## config.mk

```make
export PLATFORM = sky130hd
export DESIGN_NAME = icache_intc_bank_scheduler
export DESIGN_NICKNAME = d
export VERILOG_FILES = /design/src/rtl/icache_intc_bank_scheduler.sv
export SDC_FILE = /design/constraint.sdc
export NUM_CORES = 1
export LEC_CHECK = 0
export BUFFER_PORTS_ARGS = -buffer_cell sky130_fd_sc_hd__buf_2
export CAP_MARGIN = 20
export CORE_AREA = 5 5 463 465
export CTS_BUF_LIST = sky130_fd_sc_hd__clkbuf_4 sky130_fd_sc_hd__clkbuf_8
export DETAILED_ROUTE_END_ITERATION = 10
export DIE_AREA = 0 0 468 470
export GPL_ROUTABILITY_DRIVEN = 1
export PLACE_DENSITY_LB_ADDON = 0.05
export REMOVE_ABC_BUFFERS = 1
export SYNTH_ARGS = -nofsm -noshare
export SYNTH_HDL_FRONTEND = slang
export SYNTH_SLANG_ARGS = --single-unit
```

## constraint.sdc

```tcl
create_clock -name clk_i -period 3 [get_ports clk_i]
set_clock_uncertainty 0.05 [all_clocks]
set_input_delay 0.45 -clock clk_i [delete_from_list [all_inputs] [get_ports clk_i]]
set_output_delay 0.45 -clock clk_i [all_outputs]
set_load 0.005 [all_outputs]
```

## src/rtl/icache_intc_bank_scheduler.sv

```systemverilog
// ============================================================================
// icache_intc_bank_scheduler : round-robin share of one icache bank port,
// in-order ID FIFO routing bank responses back to the issuing core.
// Revision: 1.0
// ============================================================================
`default_nettype none

module icache_intc_bank_scheduler #(
  parameter int N_CORES         = 16,
  parameter int ADDRESS_WIDTH   = 32,
  parameter int UID_WIDTH       = 20,
  parameter int DATA_WIDTH      = 128,
  parameter int MAX_OUTSTANDING = 4
) (
  input  logic                                    clk_i,
  input  logic                                    rst_ni,
  input  logic [N_CORES-1:0]                      request_i,
  input  logic [N_CORES-1:0][ADDRESS_WIDTH-1:0]   address_i,
  input  logic [N_CORES-1:0][UID_WIDTH-1:0]       UID_i,
  output logic [N_CORES-1:0]                      grant_o,
  output logic                                    request_o,
  output logic [ADDRESS_WIDTH-1:0]                address_o,
  output logic [UID_WIDTH-1:0]                    UID_o,
  input  logic                                    grant_i,
  input  logic                                    resp_valid_i,
  input  logic [DATA_WIDTH-1:0]                   resp_data_i,
  output logic [N_CORES-1:0]                      resp_valid_o,
  output logic [DATA_WIDTH-1:0]                   resp_data_o,
  output logic                                    err_o
);

  localparam int IDX_W = $clog2(N_CORES);
  localparam int PTR_W = (MAX_OUTSTANDING > 1) ? $clog2(MAX_OUTSTANDING) : 1;
  localparam int CNT_W = $clog2(MAX_OUTSTANDING + 1);

  localparam logic [PTR_W-1:0] LAST_PTR  = PTR_W'(MAX_OUTSTANDING - 1);
  localparam logic [CNT_W-1:0] FULL_CNT  = CNT_W'(MAX_OUTSTANDING);
  localparam logic [IDX_W-1:0] LAST_CORE = IDX_W'(N_CORES - 1);

  logic [IDX_W-1:0]      rr_q, rr_d;
  logic [PTR_W-1:0]      wr_ptr_q, wr_ptr_d;
  logic [PTR_W-1:0]      rd_ptr_q, rd_ptr_d;
  logic [CNT_W-1:0]      count_q, count_d;
  logic [IDX_W-1:0]      fifo_q [MAX_OUTSTANDING];
  logic [IDX_W-1:0]      fifo_d [MAX_OUTSTANDING];
  logic [N_CORES-1:0]    resp_valid_q, resp_valid_d;
  logic [DATA_WIDTH-1:0] resp_data_q, resp_data_d;
  logic                  err_q, err_d;

  logic                  any_req;
  logic                  hi_found;
  logic [IDX_W-1:0]      hi_idx, lo_idx, winner;
  logic                  full, empty, handshake, pop;
  logic [IDX_W-1:0]      head;

  // Descending scan so the lowest index wins; the "hi" set covers indices at
  // or above the round-robin pointer, the "lo" set is the wrap-around fallback.
  always_comb begin
    any_req  = 1'b0;
    hi_found = 1'b0;
    hi_idx   = '0;
    lo_idx   = '0;
    for (int i = N_CORES - 1; i >= 0; i--) begin
      if (request_i[i]) begin
        if (IDX_W'(i) >= rr_q) begin
          hi_found = 1'b1;
          hi_idx   = IDX_W'(i);
        end
        any_req = 1'b1;
        lo_idx  = IDX_W'(i);
      end
    end
    winner = hi_found ? hi_idx : lo_idx;
  end

  assign full      = (count_q == FULL_CNT);
  assign empty     = (count_q == '0);
  assign request_o = any_req & ~full;
  assign handshake = request_o & grant_i;
  assign address_o = any_req ? address_i[winner] : '0;
  assign UID_o     = any_req ? UID_i[winner] : '0;
  assign pop       = resp_valid_i & ~empty;
  assign head      = fifo_q[rd_ptr_q];

  always_comb begin
    grant_o = '0;
    for (int i = 0; i < N_CORES; i++) begin
      grant_o[i] = handshake && (winner == IDX_W'(i));
    end
  end

  always_comb begin
    rr_d     = rr_q;
    wr_ptr_d = wr_ptr_q;
    rd_ptr_d = rd_ptr_q;
    count_d  = count_q;
    fifo_d   = fifo_q;
    if (handshake) begin
      rr_d             = (winner == LAST_CORE) ? '0 : winner + IDX_W'(1);
      fifo_d[wr_ptr_q] = winner;
      wr_ptr_d         = (wr_ptr_q == LAST_PTR) ? '0 : wr_ptr_q + PTR_W'(1);
    end
    if (pop) begin
      rd_ptr_d = (rd_ptr_q == LAST_PTR) ? '0 : rd_ptr_q + PTR_W'(1);
    end
    case ({handshake, pop})
      2'b10:   count_d = count_q + CNT_W'(1);
      2'b01:   count_d = count_q - CNT_W'(1);
      default: count_d = count_q;
    endcase
  end

  // A response with nothing outstanding is dropped and flagged until reset.
  always_comb begin
    resp_valid_d = '0;
    resp_data_d  = resp_data_q;
    err_d        = err_q | (resp_valid_i & empty);
    if (pop) begin
      resp_data_d = resp_data_i;
      for (int i = 0; i < N_CORES; i++) begin
        resp_valid_d[i] = (head == IDX_W'(i));
      end
    end
  end

  always_ff @(posedge clk_i or negedge rst_ni) begin
    if (!rst_ni) begin
      rr_q         <= '0;
      wr_ptr_q     <= '0;
      rd_ptr_q     <= '0;
      count_q      <= '0;
      resp_valid_q <= '0;
      resp_data_q  <= '0;
      err_q        <= 1'b0;
      for (int i = 0; i < MAX_OUTSTANDING; i++) begin
        fifo_q[i] <= '0;
      end
    end else begin
      rr_q         <= rr_d;
      wr_ptr_q     <= wr_ptr_d;
      rd_ptr_q     <= rd_ptr_d;
      count_q      <= count_d;
      resp_valid_q <= resp_valid_d;
      resp_data_q  <= resp_data_d;
      err_q        <= err_d;
      for (int i = 0; i < MAX_OUTSTANDING; i++) begin
        fifo_q[i] <= fifo_d[i];
      end
    end
  end

  assign resp_valid_o = resp_valid_q;
  assign resp_data_o  = resp_data_q;
  assign err_o        = err_q;

endmodule

`default_nettype wire

```

# Yosys cells after proc, flatten, opt, wreduce, memory -nomap -nowiden
# Cells that the tools add are included.
op_classes:
  muxes: 114
  n_lt_le_gt_ge: 20
  n_reduce_logical: 21
  n_addsub: 5
  n_eq_ne: 35
  bitwise: 9
ops:
  columns: ["operator", "n"]
  rows:
  - ["$mux W4", 53]
  - ["$bmux W32 S4", 1]
  - ["$bmux W20 S4", 1]
  - ["$eq A4 B4 Y1 const B", 16]
  - ["$mux W32", 2]
  - ["$mux W1", 48]
  - ["$mux W20", 2]
  - ["$eq A4 B3 Y1 const B", 8]
  - ["$ge A4 B4 Y1 const A", 8]
  - ["$logic_and A1 B1 Y1", 17]
  - ["$bwmux W16", 1]
  - ["$eq A4 B2 Y1 const B", 4]
  - ["$ge A3 B4 Y1 const A", 4]
  - ["$mux W16", 1]
  - ["$bmux W4 S2", 1]
  - ["$demux W4 S2", 1]
  - ["$eq A4 B1 Y1 const B", 2]
  - ["$ge A1 B4 Y1 const A", 2]
  - ["$ge A2 B4 Y1 const A", 2]
  - ["$logic_not A4 Y1", 2]
  - ["$eq A2 B2 Y1 const B", 3]
  - ["$ge A3 B3 Y1 const B", 2]
  - ["$not A2 Y3", 2]
  - ["$pmux W3 S2", 1]
  - ["14 further kinds", 20]
totals:
  in_bits: 980
  ff_bits: 172
  elab_cells: 215

# Depth between registers and ports, before layout
logic_depth:
  word_depth: 37
  depth_mapped: 15
  mapped_depth_nobuf: 12

# Worst setup path before layout
# No wires, ideal clock.
synth_timing:
  kind: "reg-to-output"
  startpoint: "register rr_q[0]"
  endpoint: "output grant_o[11]"
  t_required_ns: 2.500
  stages_incl_launch_ff: 13
  t_arrival_ns: 2.782
  path_slack_ns: -0.282
  path_buffers: 4
  path_cell_list: "dfrtp_1 -> buf_6 -> nand4_4 -> a21oi_4 -> nand4_2 -> or3_4 -> o311ai_4 -> buf_6 -> buf_2 -> buf_2 -> ha_1 -> nand2_1 -> nor2_1"
synth_between:
  elab_chain_cells: 36
synth_rtl:
  columns: ["item", "line_no", "rtl"]
  rows:
  - ["from (decl)", "40", "logic [IDX_W-1:0] rr_q, rr_d;"]
  - ["from (signal assigned)", "139", "rr_q <= rr_d;"]
  - ["$ge A4 B4 Y1", "65", "if (IDX_W'(i) >= rr_q) begin"]
  - ["$mux W4 / $mux W1 (equally long branches)", "65", null]
  - ["$mux W4 / $mux W1 (equally long branches)", "64", "if (request_i[i]) begin"]
  - ["$mux W4 / $mux W1 (equally long branches)", "65", null]
  - ["$mux W4 / $mux W1 (equally long branches)", "64", null]
  - ["$mux W4 / $mux W1 (equally long branches)", "65", null]
  - ["$mux W4 / $mux W1 (equally long branches)", "64", null]
  - ["$mux W4 / $mux W1 (equally long branches)", "65", null]
  - ["(+21 left out)", null, null]
  - ["$mux W4 / $mux W1 (equally long branches)", "65", null]
  - ["$mux W4 / $mux W1 (equally long branches)", "64", null]
  - ["$mux W4 / $mux W1 (equally long branches)", "65", null]
  - ["$mux W4 / $mux W1 (equally long branches)", "64", null]
  - ["$mux W4 (*)", "73", "winner = hi_found ? hi_idx : lo_idx;"]
  - ["named net winner[0]", "52", "logic [IDX_W-1:0] hi_idx, lo_idx, winner;"]
  - ["$eq A4 B4 Y1 (*)", "88", "grant_o[i] = handshake && (winner == IDX_W'(i));"]
  - ["$logic_and A1 B1 Y1 (*)", "88", null]
  - ["to (decl)", "20", "output logic [N_CORES-1:0] grant_o,"]
# The timed path passes the listed nets; every way through them passes the cells marked *.

# Worst setup path after layout
layout_timing:
  startpoint: "register rr_q[2]"
  endpoint: "output UID_o[14]"
layout_between:
  elab_chain_cells: 37
layout_rtl:
  columns: ["item", "line_no", "rtl"]
  rows:
  - ["$ge A4 B4 Y1", "65", null]
  - ["$mux W4 / $mux W1 (equally long branches)", "65", null]
  - ["$mux W4 / $mux W1 (equally long branches)", "64", null]
  - ["$mux W4 / $mux W1 (equally long branches)", "65", null]
  - ["$mux W4 / $mux W1 (equally long branches)", "64", null]
  - ["$mux W4 / $mux W1 (equally long branches)", "65", null]
  - ["$mux W4 / $mux W1 (equally long branches)", "64", null]
  - ["$mux W4 / $mux W1 (equally long branches)", "65", null]
  - ["(+21 left out)", null, null]
  - ["$mux W4 / $mux W1 (equally long branches)", "65", null]
  - ["$mux W4 / $mux W1 (equally long branches)", "64", null]
  - ["$mux W4 / $mux W1 (equally long branches)", "65", null]
  - ["$mux W4 / $mux W1 (equally long branches)", "64", null]
  - ["$mux W4 (*)", "73", null]
  - ["$bmux W20 S4 (*)", "81", "assign UID_o = any_req ? UID_i[winner] : '0;"]
  - ["$mux W20 (implied by the code) (*)", "81", null]
  - ["$mux W20 (*)", "81", null]
  - ["to (decl)", "23", "output logic [UID_WIDTH-1:0] UID_o,"]
# Mark *: on every way between the ends. The rest lies on a longest branch, timed or not. The select of a mux whose other input is x is not followed.

==> run metrics <==
top cell family by delay on the critical path compound AO/OA/AOI/OAI gates; worst r2r src rr_q[2]$_DFFE_PN0P_; EDFF count, synth 0; Setup WS post-layout -1360 ps; Final Power roughly 0.036 W; H-Tree Depth 4; largest area contributor in the synthesized netlist dfrtp_1; register area share after synthesis 26.8%; Clock Tree Buf Depth 2; clock root cell clkbuf_8; CP Launch Point rr_q[2]$_DFFE_PN0P_; GRT Total Usage 15.3%; fin crit period 4360 ps; Main synth FF type dfrtp_1; starting density of the core 7.69%; final setup violation count 71; unrepaired setup endpoints after global routing true; CP required 2500 ps; Buf+Inv Stages, Crit Path 8; DR DRC count 0; CTS tree done; P per Cell Area 1080 mW/mm2; kind of critical path reg -> out; antenna violations before repair 176; Final Core Density between 10% and 20%; Synth area leaders dfrtp_1 (27%), a211oi_1 (13%), nand2_1 (13%), mux2i_1 (11%), inv_1 (4.5%); overall die height 470 um; Vias/cell between 3 and 4; CTS clk-pin slew, worst paths between 100 and 150 ps; Post-Layout Cell Count about 6600; Synth warnings 0; crit path max fanout 9; max_slew headroom 39.8%; Placeable Area 0.209 mm2; pre-CTS setup slack -1280 ps; vias in the first global route 25400; crit path cell chain buf_12 -> o21ai_2 -> o21ai_2 -> buf_4 -> a2bb2oi_1 -> o211a_4 -> a21o_4 -> buf_12 -> buf_4 -> clkbuf_16 -> buf_4 -> a211oi_2 -> buf_4 -> o21ai_1 -> and4_1 -> buf_2; Top Ports approximately 1200; flops & latches, synth 172; 1st-pass router iterations 8; violated checks negative setup slack; dpl cells 6301; Final Hold Fails 0; Max-Cap Viols 0; Yosys cell types 66; Post-synth ARST share 100%; worst hold path type in -> reg; Synth Cell Area 0.0161 mm2; Site Rows 168; outcome finished with violations; Leak between 15 and 20 nW; via count 23300; Total Die Area 0.220 mm2; Cells after Synth roughly 2100; area grow syn2layout 107%; antenna-violating nets left 0; most frequent CP cell buf_4; Die Wd approximately 470 um; average size of a mapped cell 7.54 um2; Worst EP arrival 3860 ps; Tcrit/Tclk final 145%; GR Overflow Total 0; Clock Latency Late Sink 570 ps; RePlAce Congestion 0.816; routed wire length 178000 um; Worst-Margin Slew 903 ps; layout cell share with drive strength beyond 1 52.3%; Final HPWL DP 149000 um; Worst Setup Start Kind flop; largest net degree at the start of global routing 134; nets roughly 4700; drt wl/cell 27.1 um; slowest cell on the critical path dfrtp_2; max frequency between 0.2 and 0.25 GHz; peak supply drop ~420 uV; min-delay src resp_data_i[111]; total clock buffers created by CTS 17; top-area cell type share of the netlist area between 20% and 30%; Initial DRC Count 889; port bufs 1193; Sink Count 172; first-pass GRT wire length 232000 um; Final Max Slew Viols 0; largest stage delay on the critical path around 450 ps; Setup crit end kind output pin
kinds of logic after synthesis:
kind of cell / Yosys count / synth area share [%]
and+or+nand+nor: 726 / 19.1
muxes: 191 / 12.3
buffers and inverters: 409 / 10.3
xor gates and xnor gates: 4 / 0.218
AOI/OAI and AO/OA: 618 / 30.4
adders and majority gates: 11 / 0.903
DFF: 172 / 26.8
synthesized netlist by cell type (4+ instances only):
master,count
nand2b_1,6
a21boi_0,4
dfrtp_1,172
a211oi_1,287
mux4_2,4
nand2_1,573
nor2_1,45
a31oi_1,32
a221oi_1,29
o21ai_0,70
a2111oi_0,81
nand3_1,37
buf_6,7
mux2i_1,179
nor2b_1,5
nor3_1,5
clkbuf_1,144
ha_1,10
o2111a_1,24
buf_1,9
a21oi_1,8
mux2_2,8
a32oi_1,26
and4_1,28
a2111oi_2,23
a21o_1,6
inv_1,194
buf_2,49
per-stage QoR:
step           instance area [um2]  TNS [ps]  hold WS, ps
6_report                     33200    -80800         85.1
5_1_grt                      33100    -94860         32.0
4_1_cts                      32000    -89810         3.56
3_5_place_dp                 28500    -75610          407
3_3_place_gp                 28500    -78820          402
2_1_floorplan                15200  -2124380          104
report_power, final:
part / internal, W / switching, W / leakage, nW
Clock: 0.000704 / 0.00118 / 0.213
Combinational: 0.0141 / 0.0161 / 13.2
Sequential: 0.00314 / 0.000508 / 2.13
timing repair:
action / 4_1_cts / 5_1_grt
pin swaps: 60 / 36
gates resized for setup: 301 / 140
endpoints found under the hold margin: 171 / 0
hold buffers: 112 / 0
buffers inserted: 44 / 27
setup endpoints to repair: 80 / 71
cloned: 10 / 8
per-layer routing:
metal / GRT usage, % / vias up / routed length, um
met1: 17.9 / 11000 / 71900
met4: 2.31 / 96 / 3000
li1: - / 11000 / -
met3: 3.78 / 282 / 11000
met2: 28.5 / 956 / 91700
met5: 0 / - / 624
layout make-up:
cell class	count	area, um2
antenna	48	120
sequential	172	4310
inverter	197	757
tap	2805	3510
clock buffer	17	234
clock inverter	15	176
timing repair buffer	1776	12400
fill	24200	176000
multi-input combinational	1551	11700
cells in the final DEF, fill, tap and decap left out, types with 14 or more instances in the layout:
| master | n |
|---|---|
| buf_2 | 1175 |
| a2111oi_1 | 17 |
| dfrtp_1 | 168 |
| buf_6 | 54 |
| o21ai_0 | 49 |
| a31oi_1 | 25 |
| buf_8 | 14 |
| clkbuf_8 | 18 |
| nand2_1 | 566 |
| a211oi_1 | 257 |
| buf_16 | 14 |
| a221oi_2 | 21 |
| a2111oi_4 | 27 |
| buf_12 | 75 |
| inv_1 | 193 |
| o2111a_1 | 22 |
| and4_1 | 22 |
| dlygate4sd3_1 | 112 |
| a2111oi_0 | 15 |
| diode_2 | 48 |
| buf_4 | 320 |
| nor2_1 | 40 |
| o21ai_1 | 16 |
| mux2i_2 | 22 |
| nand3_1 | 28 |
| a211oi_2 | 29 |
| mux2i_1 | 153 |
| a32oi_1 | 24 |
| a2111oi_2 | 45 |
sequential cells by signal, summed over array words and instances (netlist names):
name	count
wr_ptr_q	2
resp_valid_o	16
fifo_q	16
err_o	1
rd_ptr_q	2
rr_q	4
resp_data_o	128
count_q	3
worst min-delay path, stage by stage:
cell     delay (ps)
buf_2            80
nand2_1          70
nand2_1          60
path summary, 6_finish.rpt:
path / end / slack [ps] / depth (start not counted)
max: UID_o[14] / -1360 / 16
min: resp_data_o[111]$_DFFE_PN0P_ / 90 / 3
max reg2reg: rr_q[3]$_DFFE_PN0P_ / -250 / 17
min reg2reg: resp_data_o[19]$_DFFE_PN0P_ / 420 / 2
max in group asynchronous: resp_data_o[65]$_DFFE_PN0P_ / 1650 / 3
min in group asynchronous: resp_data_o[67]$_DFFE_PN0P_ / 420 / 2
Note: power is estimated with default switching activity, not from simulation.
